==> src/rtl/arith_mmio_seq.sv <==
// arith_mmio_seq: memory-mapped integer coprocessor with ADD, SUB, MULU and DIVU.
// Ports: clk/reset (async, active-high); chip_select, we, addr and data_in form the bus access;
//        data_out is the registered read data (one cycle of latency); irq = STATUS.done & CMD.irq_en.
// Latency: ADD/SUB take 1 cycle, MULU takes MUL_LAT cycles, DIVU takes DATA_W cycles (1 cycle when B=0).
module arith_mmio_seq #(
   parameter int DATA_W  = 32,
   parameter int ADDR_W  = 13,
   parameter int MUL_LAT = 3
) (
   input  logic              clk,
   input  logic              reset,
   input  logic              chip_select,
   input  logic              we,
   input  logic [ADDR_W-1:0] addr,
   input  logic [DATA_W-1:0] data_in,
   output logic [DATA_W-1:0] data_out,
   output logic              irq
);

   localparam int PW = 2 * DATA_W;

   localparam logic [5:0] REG_A      = 6'h00;
   localparam logic [5:0] REG_B      = 6'h04;
   localparam logic [5:0] REG_CMD    = 6'h08;
   localparam logic [5:0] REG_STATUS = 6'h0C;
   localparam logic [5:0] REG_RES_LO = 6'h10;
   localparam logic [5:0] REG_RES_HI = 6'h14;

   localparam logic [3:0] OP_ADD  = 4'd1;
   localparam logic [3:0] OP_SUB  = 4'd2;
   localparam logic [3:0] OP_MULU = 4'd3;
   localparam logic [3:0] OP_DIVU = 4'd4;

   typedef enum logic [1:0] {IDLE, ALU, MUL, DIV} state_t;

   state_t            state;
   logic [DATA_W-1:0] a_reg, b_reg;
   logic [DATA_W-1:0] op_a, op_b;
   logic [3:0]        op_code;
   logic [3:0]        cmd_op;
   logic              irq_en;
   logic              st_busy, st_done, st_div0, st_ovr, st_ill;
   logic [DATA_W-1:0] res_lo, res_hi;
   logic [15:0]       cnt;
   logic [DATA_W-1:0] rem, quo;

   logic [5:0]        reg_sel;
   logic              wr, rd, cmd_wr, stat_wr, legal, irq_en_in;
   logic [3:0]        opcode_in;
   logic [DATA_W:0]   add_sum, sub_dif;
   logic [PW-1:0]     mul_full, mul_tap;
   logic [DATA_W:0]   div_shift, div_sub;
   logic              div_ge;
   logic [DATA_W-1:0] rem_nxt, quo_nxt;
   logic [DATA_W-1:0] rd_val;
   logic              unused_bits;

   assign reg_sel   = addr[5:0];
   assign wr        = chip_select & we;
   assign rd        = chip_select & ~we;
   assign cmd_wr    = wr && (reg_sel == REG_CMD);
   assign stat_wr   = wr && (reg_sel == REG_STATUS);
   assign opcode_in = data_in[3:0];
   assign legal     = (opcode_in >= OP_ADD) && (opcode_in <= OP_DIVU);

   // irq_en lives in bit 8, which does not exist on an 8-bit bus.
   generate
      if (DATA_W > 8) begin : g_irq_bit
         assign irq_en_in = data_in[8];
      end else begin : g_irq_none
         assign irq_en_in = 1'b0;
      end
   endgenerate

   assign add_sum  = {1'b0, op_a} + {1'b0, op_b};
   assign sub_dif  = {1'b0, op_a} - {1'b0, op_b};   // bit DATA_W is the borrow
   assign mul_full = PW'(op_a) * PW'(op_b);

   // Multiplier pipeline: the operand regs hold still during MUL, so the tap
   // seen at edge N+MUL_LAT carries the product of the operands latched at N.
   generate
      if (MUL_LAT == 1) begin : g_mul_comb
         assign mul_tap = mul_full;
      end else begin : g_mul_pipe
         logic [PW-1:0] pipe [MUL_LAT-1];
         always_ff @(posedge clk or posedge reset) begin
            if (reset) begin
               for (int i = 0; i < MUL_LAT - 1; i++) pipe[i] <= '0;
            end else begin
               pipe[0] <= mul_full;
               for (int i = 1; i < MUL_LAT - 1; i++) pipe[i] <= pipe[i-1];
            end
         end
         assign mul_tap = pipe[MUL_LAT-2];
      end
   endgenerate

   // Restoring division step: shift the next dividend bit into the partial
   // remainder and subtract the divisor when it fits.
   assign div_shift = {rem, quo[DATA_W-1]};
   assign div_ge    = div_shift >= {1'b0, op_b};
   assign div_sub   = div_shift - {1'b0, op_b};
   assign rem_nxt   = div_ge ? div_sub[DATA_W-1:0] : div_shift[DATA_W-1:0];
   assign quo_nxt   = {quo[DATA_W-2:0], div_ge};

   assign unused_bits = ^{addr[ADDR_W-1:6], div_sub[DATA_W]};

   always_ff @(posedge clk or posedge reset) begin
      if (reset) begin
         state   <= IDLE;
         a_reg   <= '0;
         b_reg   <= '0;
         op_a    <= '0;
         op_b    <= '0;
         op_code <= '0;
         cmd_op  <= '0;
         irq_en  <= 1'b0;
         st_busy <= 1'b0;
         st_done <= 1'b0;
         st_div0 <= 1'b0;
         st_ovr  <= 1'b0;
         st_ill  <= 1'b0;
         res_lo  <= '0;
         res_hi  <= '0;
         cnt     <= '0;
         rem     <= '0;
         quo     <= '0;
      end else begin
         if (wr) begin
            case (reg_sel)
               REG_A:   a_reg <= data_in;
               REG_B:   b_reg <= data_in;
               REG_CMD: begin
                  cmd_op <= opcode_in;
                  irq_en <= irq_en_in;
               end
               default: ;
            endcase
         end

         // W1C clears come first so a same-cycle completion set below wins.
         if (stat_wr) begin
            if (data_in[1]) st_done <= 1'b0;
            if (data_in[2]) st_div0 <= 1'b0;
            if (data_in[3]) st_ovr  <= 1'b0;
            if (data_in[4]) st_ill  <= 1'b0;
         end

         if (cmd_wr && (state != IDLE)) st_ovr <= 1'b1;

         case (state)
            IDLE: begin
               if (cmd_wr) begin
                  if (legal) begin
                     op_a    <= a_reg;
                     op_b    <= b_reg;
                     op_code <= opcode_in;
                     st_busy <= 1'b1;
                     st_done <= 1'b0;
                     st_div0 <= 1'b0;
                     cnt     <= '0;
                     rem     <= '0;
                     quo     <= a_reg;
                     if (opcode_in == OP_MULU)
                        state <= MUL;
                     else if ((opcode_in == OP_DIVU) && (b_reg != '0))
                        state <= DIV;
                     else
                        state <= ALU;   // ADD, SUB, or DIVU by zero
                  end else begin
                     st_ill <= 1'b1;
                  end
               end
            end
            ALU: begin
               case (op_code)
                  OP_ADD: begin
                     res_lo <= add_sum[DATA_W-1:0];
                     res_hi <= DATA_W'(add_sum[DATA_W]);
                  end
                  OP_SUB: begin
                     res_lo <= sub_dif[DATA_W-1:0];
                     res_hi <= DATA_W'(sub_dif[DATA_W]);
                  end
                  default: begin
                     res_lo  <= '1;
                     res_hi  <= op_a;
                     st_div0 <= 1'b1;
                  end
               endcase
               st_busy <= 1'b0;
               st_done <= 1'b1;
               state   <= IDLE;
            end
            MUL: begin
               if (cnt == 16'(MUL_LAT - 1)) begin
                  {res_hi, res_lo} <= mul_tap;
                  st_busy <= 1'b0;
                  st_done <= 1'b1;
                  state   <= IDLE;
               end else begin
                  cnt <= cnt + 16'd1;
               end
            end
            DIV: begin
               rem <= rem_nxt;
               quo <= quo_nxt;
               if (cnt == 16'(DATA_W - 1)) begin
                  res_lo  <= quo_nxt;
                  res_hi  <= rem_nxt;
                  st_busy <= 1'b0;
                  st_done <= 1'b1;
                  state   <= IDLE;
               end else begin
                  cnt <= cnt + 16'd1;
               end
            end
            default: state <= IDLE;
         endcase
      end
   end

   always_comb begin
      rd_val = '0;
      case (reg_sel)
         REG_A:      rd_val = a_reg;
         REG_B:      rd_val = b_reg;
         REG_CMD:    rd_val = DATA_W'({23'd0, irq_en, 4'd0, cmd_op});
         REG_STATUS: rd_val = DATA_W'({27'd0, st_ill, st_ovr, st_div0, st_done, st_busy});
         REG_RES_LO: rd_val = res_lo;
         REG_RES_HI: rd_val = res_hi;
         default:    rd_val = '0;
      endcase
   end

   always_ff @(posedge clk or posedge reset) begin
      if (reset)   data_out <= '0;
      else if (rd) data_out <= rd_val;
   end

   assign irq = st_done & irq_en;

endmodule

==> config.mk <==
export PLATFORM = sky130hd
export DESIGN_NAME = arith_mmio_seq
export DESIGN_NICKNAME = d
export VERILOG_FILES = /design/src/rtl/arith_mmio_seq.sv
export SDC_FILE = /design/constraint.sdc
export NUM_CORES = 2
export LEC_CHECK = 0
export ABC_AREA = 0
export BUFFER_PORTS_ARGS = -buffer_cell sky130_fd_sc_hd__buf_2
export CORE_MARGIN = 8
export CORE_UTILIZATION = 65
export CTS_CLUSTER_SIZE = 24
export DETAILED_ROUTE_END_ITERATION = 16
export GPL_TIMING_DRIVEN = 1
export PLACE_DENSITY_LB_ADDON = 0.25
export SETUP_SLACK_MARGIN = 0.15
export SYNTH_ARGS = -nofsm -noshare
export SYNTH_HDL_FRONTEND = slang
export SYNTH_SLANG_ARGS = --single-unit
==> constraint.sdc <==
create_clock -name clk -period 20.9 [get_ports clk]
set_clock_uncertainty 0.15 [all_clocks]
set_input_delay 4.18 -clock clk [delete_from_list [all_inputs] [get_ports clk]]
set_output_delay 4.18 -clock clk [all_outputs]
set_load 0.05 [all_outputs]
# Word-level counts from Yosys, hierarchy flattened
# Index checks and enable logic that the tools add are counted.
[word_totals]
inputBits = 49
output_inout_bits = 33
regBits = 448
[classes]
n_addsub = 4
eq_ne = 20
n_mul = 1
bitwise = 4
n_mux = 54
reduce_logical = 24
order_cmp = 3
[op_table]
columns = ["op", "count"]
rows = [
  ["two-way mux 32 bit", 9],
  ["case mux 32 bit (2 select lines)", 4],
  ["case mux 32 bit (3 select lines)", 2],
  ["case mux 32 bit (6 select lines)", 1],
  ["multiplier 32 x 32 -> 64 bit", 1],
  ["two-way mux 16 bit", 4],
  ["case mux 16 bit (3 select lines)", 1],
  ["adder 32 x 32 -> 33 bit", 1],
  ["greater-or-equal comparator 33 x 32 -> 1 bit", 1],
  ["subtractor 32 x 32 -> 33 bit", 1],
  ["nonzero test 32 bit", 1],
  ["subtractor 32 bit", 1],
  ["two-way mux 1 bit", 23],
  ["adder 16 x 1 -> 16 bit (second input constant)", 1],
  ["equality test 16 x 2 -> 1 bit (second input constant)", 1],
  ["equality test 16 x 5 -> 1 bit (second input constant)", 1],
  ["equality test 6 x 4 -> 1 bit (second input constant)", 2],
  ["equality test 6 x 5 -> 1 bit (second input constant)", 2],
  ["two-way mux 2 bit", 6],
  ["inequality test 2 bit (second input constant)", 6],
  ["AND reduction 3 bit", 3],
  ["equality test 4 x 2 -> 1 bit (second input constant)", 2],
  ["case mux 1 bit (4 select lines)", 2],
  ["case mux 2 bit (4 select lines)", 1],
  ["19 further kinds", 33],
]

# Logic depth before layout (Yosys ltp)
[logic_depth]
word_depth = 7
depth_mapped = 31

# Least setup slack after synthesis
# OpenSTA, ideal clock, no wires.
[synth_path]
path_kind = "reg2reg"
startpoint = "register op_b[2]"
endpoint = "register g_mul_pipe.pipe[126] in the netlist's numbering"
path_buffers = 2
t_required_ns = 20.623
period_less_slack_ns = 7.685
path_slack_ns = 13.215
arrival_time_ns = 7.407
stages_incl_launch_ff = 27
cell_sequence = "dfrtp_1 clkbuf_1 and2_1 fa_1 inv_1 fa_1 fa_1 fa_1 inv_1 fa_1 inv_1 fa_1 inv_1 fa_1 fa_1 ha_1 clkbuf_1 nand4_1 a21o_1 or2_2 o21ai_0 a221o_1 a21oi_1 o31ai_1 a41o_1 mux2i_1 nand3b_1"
[synth_via]
elab_chain_cells = 1
[synth_rtl]
columns = ["element", "line", "rtl"]
rows = [
  ["start, declared", "38", "logic [DATA_W-1:0] op_a, op_b;"],
  ["start signal, assigned", "156", "op_b <= b_reg;"],
  ["multiplier 32 x 32 -> 64 bit", "77", "assign mul_full = PW'(op_a) * PW'(op_b);"],
  ["net mul_full[62]", "51", "logic [PW-1:0] mul_full, mul_tap;"],
  ["end, declared", "85", "logic [PW-1:0] pipe [MUL_LAT-1];"],
]
# The timed path passes the listed nets, and every way through them passes these cells.
# A chain may end at the register's enable or synchronous reset.

# Final worst setup path
[layout_path]
startpoint = "register op_b[12]"
endpoint = "register g_mul_pipe.pipe[124] in the netlist's numbering"
# Same word-level chain as after synthesis.

==> summary.txt <==
Layout
  • N_diodes: 0
  • Most frequent cells in the layout: 968 x inv_1, 898 x fa_1, 764 x nand2_1
  • P&R area growth vs syn: 4.987%
  • Nets: 7,113
  • Share of layout cells above drive strength 1: 0.06187
  • Most common cell after layout, fill and taps aside: inv_1

Clocking
  • Setup Buffers After CTS: 0
  • Clock sink count: 448
  • Reg clk slew, reported paths: 70 ps
  • Clock Latency Late Sink: 630 ps
  • Num CTS Buffers: 45
  • Clock root cell: clkbuf_16
  • CTS tree: yes
  • PostCTS Resize Cnt: 0
  • Hold-fix buffers, CTS: 0
  • H-tree depth: 2
  • CTS max path bufs: 3

Timing
  • Total negative slack: 0 ps
  • RSZ-0062 raised after global routing: no
  • Worst Slack Setup Final: 11,600 ps
  • Final Setup Violations: 0
  • Slew of the pin with the lowest slew margin: 1159 ps
  • Max Fclk: 107.5 MHz
  • Count of final max-slew check failures: 0
  • Minimum clock period: 9302 ps
  • Slew Limit Headroom: 0.2251
  • Final period utilization: 0.4451
  • Endpoints failing hold: 0

Synthesis
  • Sequential fraction of the synthesis area: 0.2006
  • Post-synth top area share: 0.3217
  • Synth unique cells: 78
  • Mapped Cells: 5,934
  • Synth area leaders: fa_1 32%, dfrtp_1 20%, ha_1 8.1%
  • Synth Cell Area: 55,870 sq um
  • Post-synth EDFFs: 0
  • #FFs+latches synth: 448
  • Area leader, netlist: fa_1
  • Async SR Flop Fraction: 1.000
  • Top_reg_cell synth: dfrtp_1
  • Ys Warns: 0
  • Syn_nets: 7,244
  • Synth Area per Inst: 9.416 sq um

Place
  • Port Buffer Count: 74
  • GP Congestion: 0.9930
  • DP Wirelength: 125,500 um
  • Place WS: 11,720 ps

Die
  • Die Height: 309.2 um
  • Initial Util: 0.6562
  • IO Pins: 82
  • # rows: 107
  • Core region area: 85,150 sq um
  • Die Footprint: 95,600 sq um
  • Die width: 309.2 um

Setup path
  • Setup crit end: g_mul_pipe.pipe[124]$_DFF_PP0_
  • Reg2Reg Setup Slack: 11,600 ps
  • Crit Path Class: reg -> reg
  • Reg2reg path depth: 23
  • Critical path peak fanout: 33
  • Data required, critical path: 21,200 ps
  • CP Capture Type: flip-flop
  • Startpoint types: flip-flop
  • RR Startpoint: op_b[12]$_DFFE_PP0P_
  • Worst Path Arrival: 9600 ps
  • Critical Path Source: op_b[12]$_DFFE_PP0P_
  • R2R Path End: g_mul_pipe.pipe[124]$_DFF_PP0_

GRT
  • Initial antenna violation count: 4
  • First-pass GRT wire length: 262,800 um
  • Number of global-route vias before repair: 45,380
  • GRT overflow: 0
  • Largest net degree at the start of global routing: 170
  • Global Route Usage Sum: 0.3567

Route
  • Post-route ant nets: 0
  • Initial drt markers: 4,648
  • Pre-antenna DRT Iters: 6
  • Via/cell ratio: 6.227
  • WL final: 167,100 um
  • DR DRC count: 0
  • Wirelength per Cell: 23.95 um
  • Via count: 43,460

Min path
  • Hold Path Class: reg -> reg

Power
  • LEAKAGE: 29.27 nW
  • Max VDD drop: 0.06090 mV
  • Power density over cell area: 43.94 nW/um^2

Status
  • Status: completed

Job
  • Max-cap violations: 0
==> worst max-delay path, cell delays in order, from the launching register on <==
cell     delay (ps)
dfrtp_2        1060
ha_1            370
xnor2_1         100
ha_1            410
fa_1            520
inv_1            60
fa_1            570
fa_1            460
fa_1            540
inv_1            50
fa_1            450
fa_1            510
fa_1            430
ha_1            450
and3_1          250
nand4_1         130
or2_2           290
o21ai_0         620
a221o_1         340
a21oi_1         210
o31ai_1         490
a41o_1          390
or4_1           150
nand4_1         140
==> metrics by stage <==
step / cell area (sq um) / power [W] / hold WS, ps / instances / util
after floorplan: 55870 / 0.001520 / 181.2 / 5934 / -
after global placement: 57210 / 0.001728 / 181.1 / 6900 / 0.6719
after detailed placement: 57210 / 0.001744 / 184.7 / 6900 / 0.6719
after CTS: 58660 / 0.002560 / 178.9 / 6979 / 0.6889
after global routing: 58660 / 0.002673 / 198.7 / 6979 / 0.6889
final: 58660 / 0.002578 / 186.5 / 6979 / 0.6889
==> where the power goes <==
part | switching [W] | total [W] | internal, W
logic | 0.000354 | 0.000583 | 0.000230
registers | 0.000148 | 0.00117 | 0.00102
clock network | 0.000374 | 0.000825 | 0.000451
==> final cells by class <==
class | instances | area (sq um)
multi-input cells | 4167 | 39800
well taps | 1144 | 1431
clock buffers | 54 | 1200
flip-flops and latches | 448 | 11220
fillers | 6598 | 26490
repair buffers | 169 | 1096
inverters | 972 | 3656
clock inverters | 25 | 249.0
==> layer usage <==
| layer | track usage | routed length, um | share of wire |
|---|---|---|---|
| met2 | 0.5584 | 74760 | 0.45 |
| met4 | 0.1673 | 9626 | 0.058 |
| met3 | 0.07226 | 17410 | 0.10 |
| met5 | 0 | 0 | 0 |
| met1 | 0.4803 | 65330 | 0.39 |
==> synthesized netlist by cell type, drive strengths merged, types with 39 or more instances <==
cell	instances
a21o	85
o21ai	162
xor2	42
inv	969
ha	363
nand2	765
a22o	40
nor3	39
a21oi	180
dfrtp	448
mux2	73
fa	898
nand3	77
a221oi	39
mux2i	93
xnor2	63
and2	565
nor2	206
clkbuf	326
==> worst min path at each step <==
stage                                    from                     to  slack, ps  cells past startpoint
2_1_floorplan   g_mul_pipe.pipe[64]$_DFF_PP0_   mul_tap[0]$_DFF_PP0_        180                      0
3_3_place_gp    g_mul_pipe.pipe[98]$_DFF_PP0_  mul_tap[34]$_DFF_PP0_        180                      0
3_5_place_dp   g_mul_pipe.pipe[106]$_DFF_PP0_  mul_tap[42]$_DFF_PP0_        180                      0
4_1_cts         g_mul_pipe.pipe[72]$_DFF_PP0_   mul_tap[8]$_DFF_PP0_        180                      0
5_1_grt         g_mul_pipe.pipe[72]$_DFF_PP0_   mul_tap[8]$_DFF_PP0_        200                      0
6_report        g_mul_pipe.pipe[72]$_DFF_PP0_   mul_tap[8]$_DFF_PP0_        190                      0
==> kinds of logic (layout without fill, tap and decap cells) <==
family | after synthesis | count (layout) | synth area share
adder cells (fa/ha/maj) | 1261 | 1261 | 0.4030
buffers and inverters | 1319 | 1220 | 0.08883
XOR/XNOR | 105 | 105 | 0.01646
AO/OA/AOI/OAI | 842 | 842 | 0.1031
multiplexers | 166 | 166 | 0.03137
flip-flops | 448 | 448 | 0.2006
AND/OR/NAND/NOR | 1793 | 1793 | 0.1565
Power figures use the tool's default switching activity.
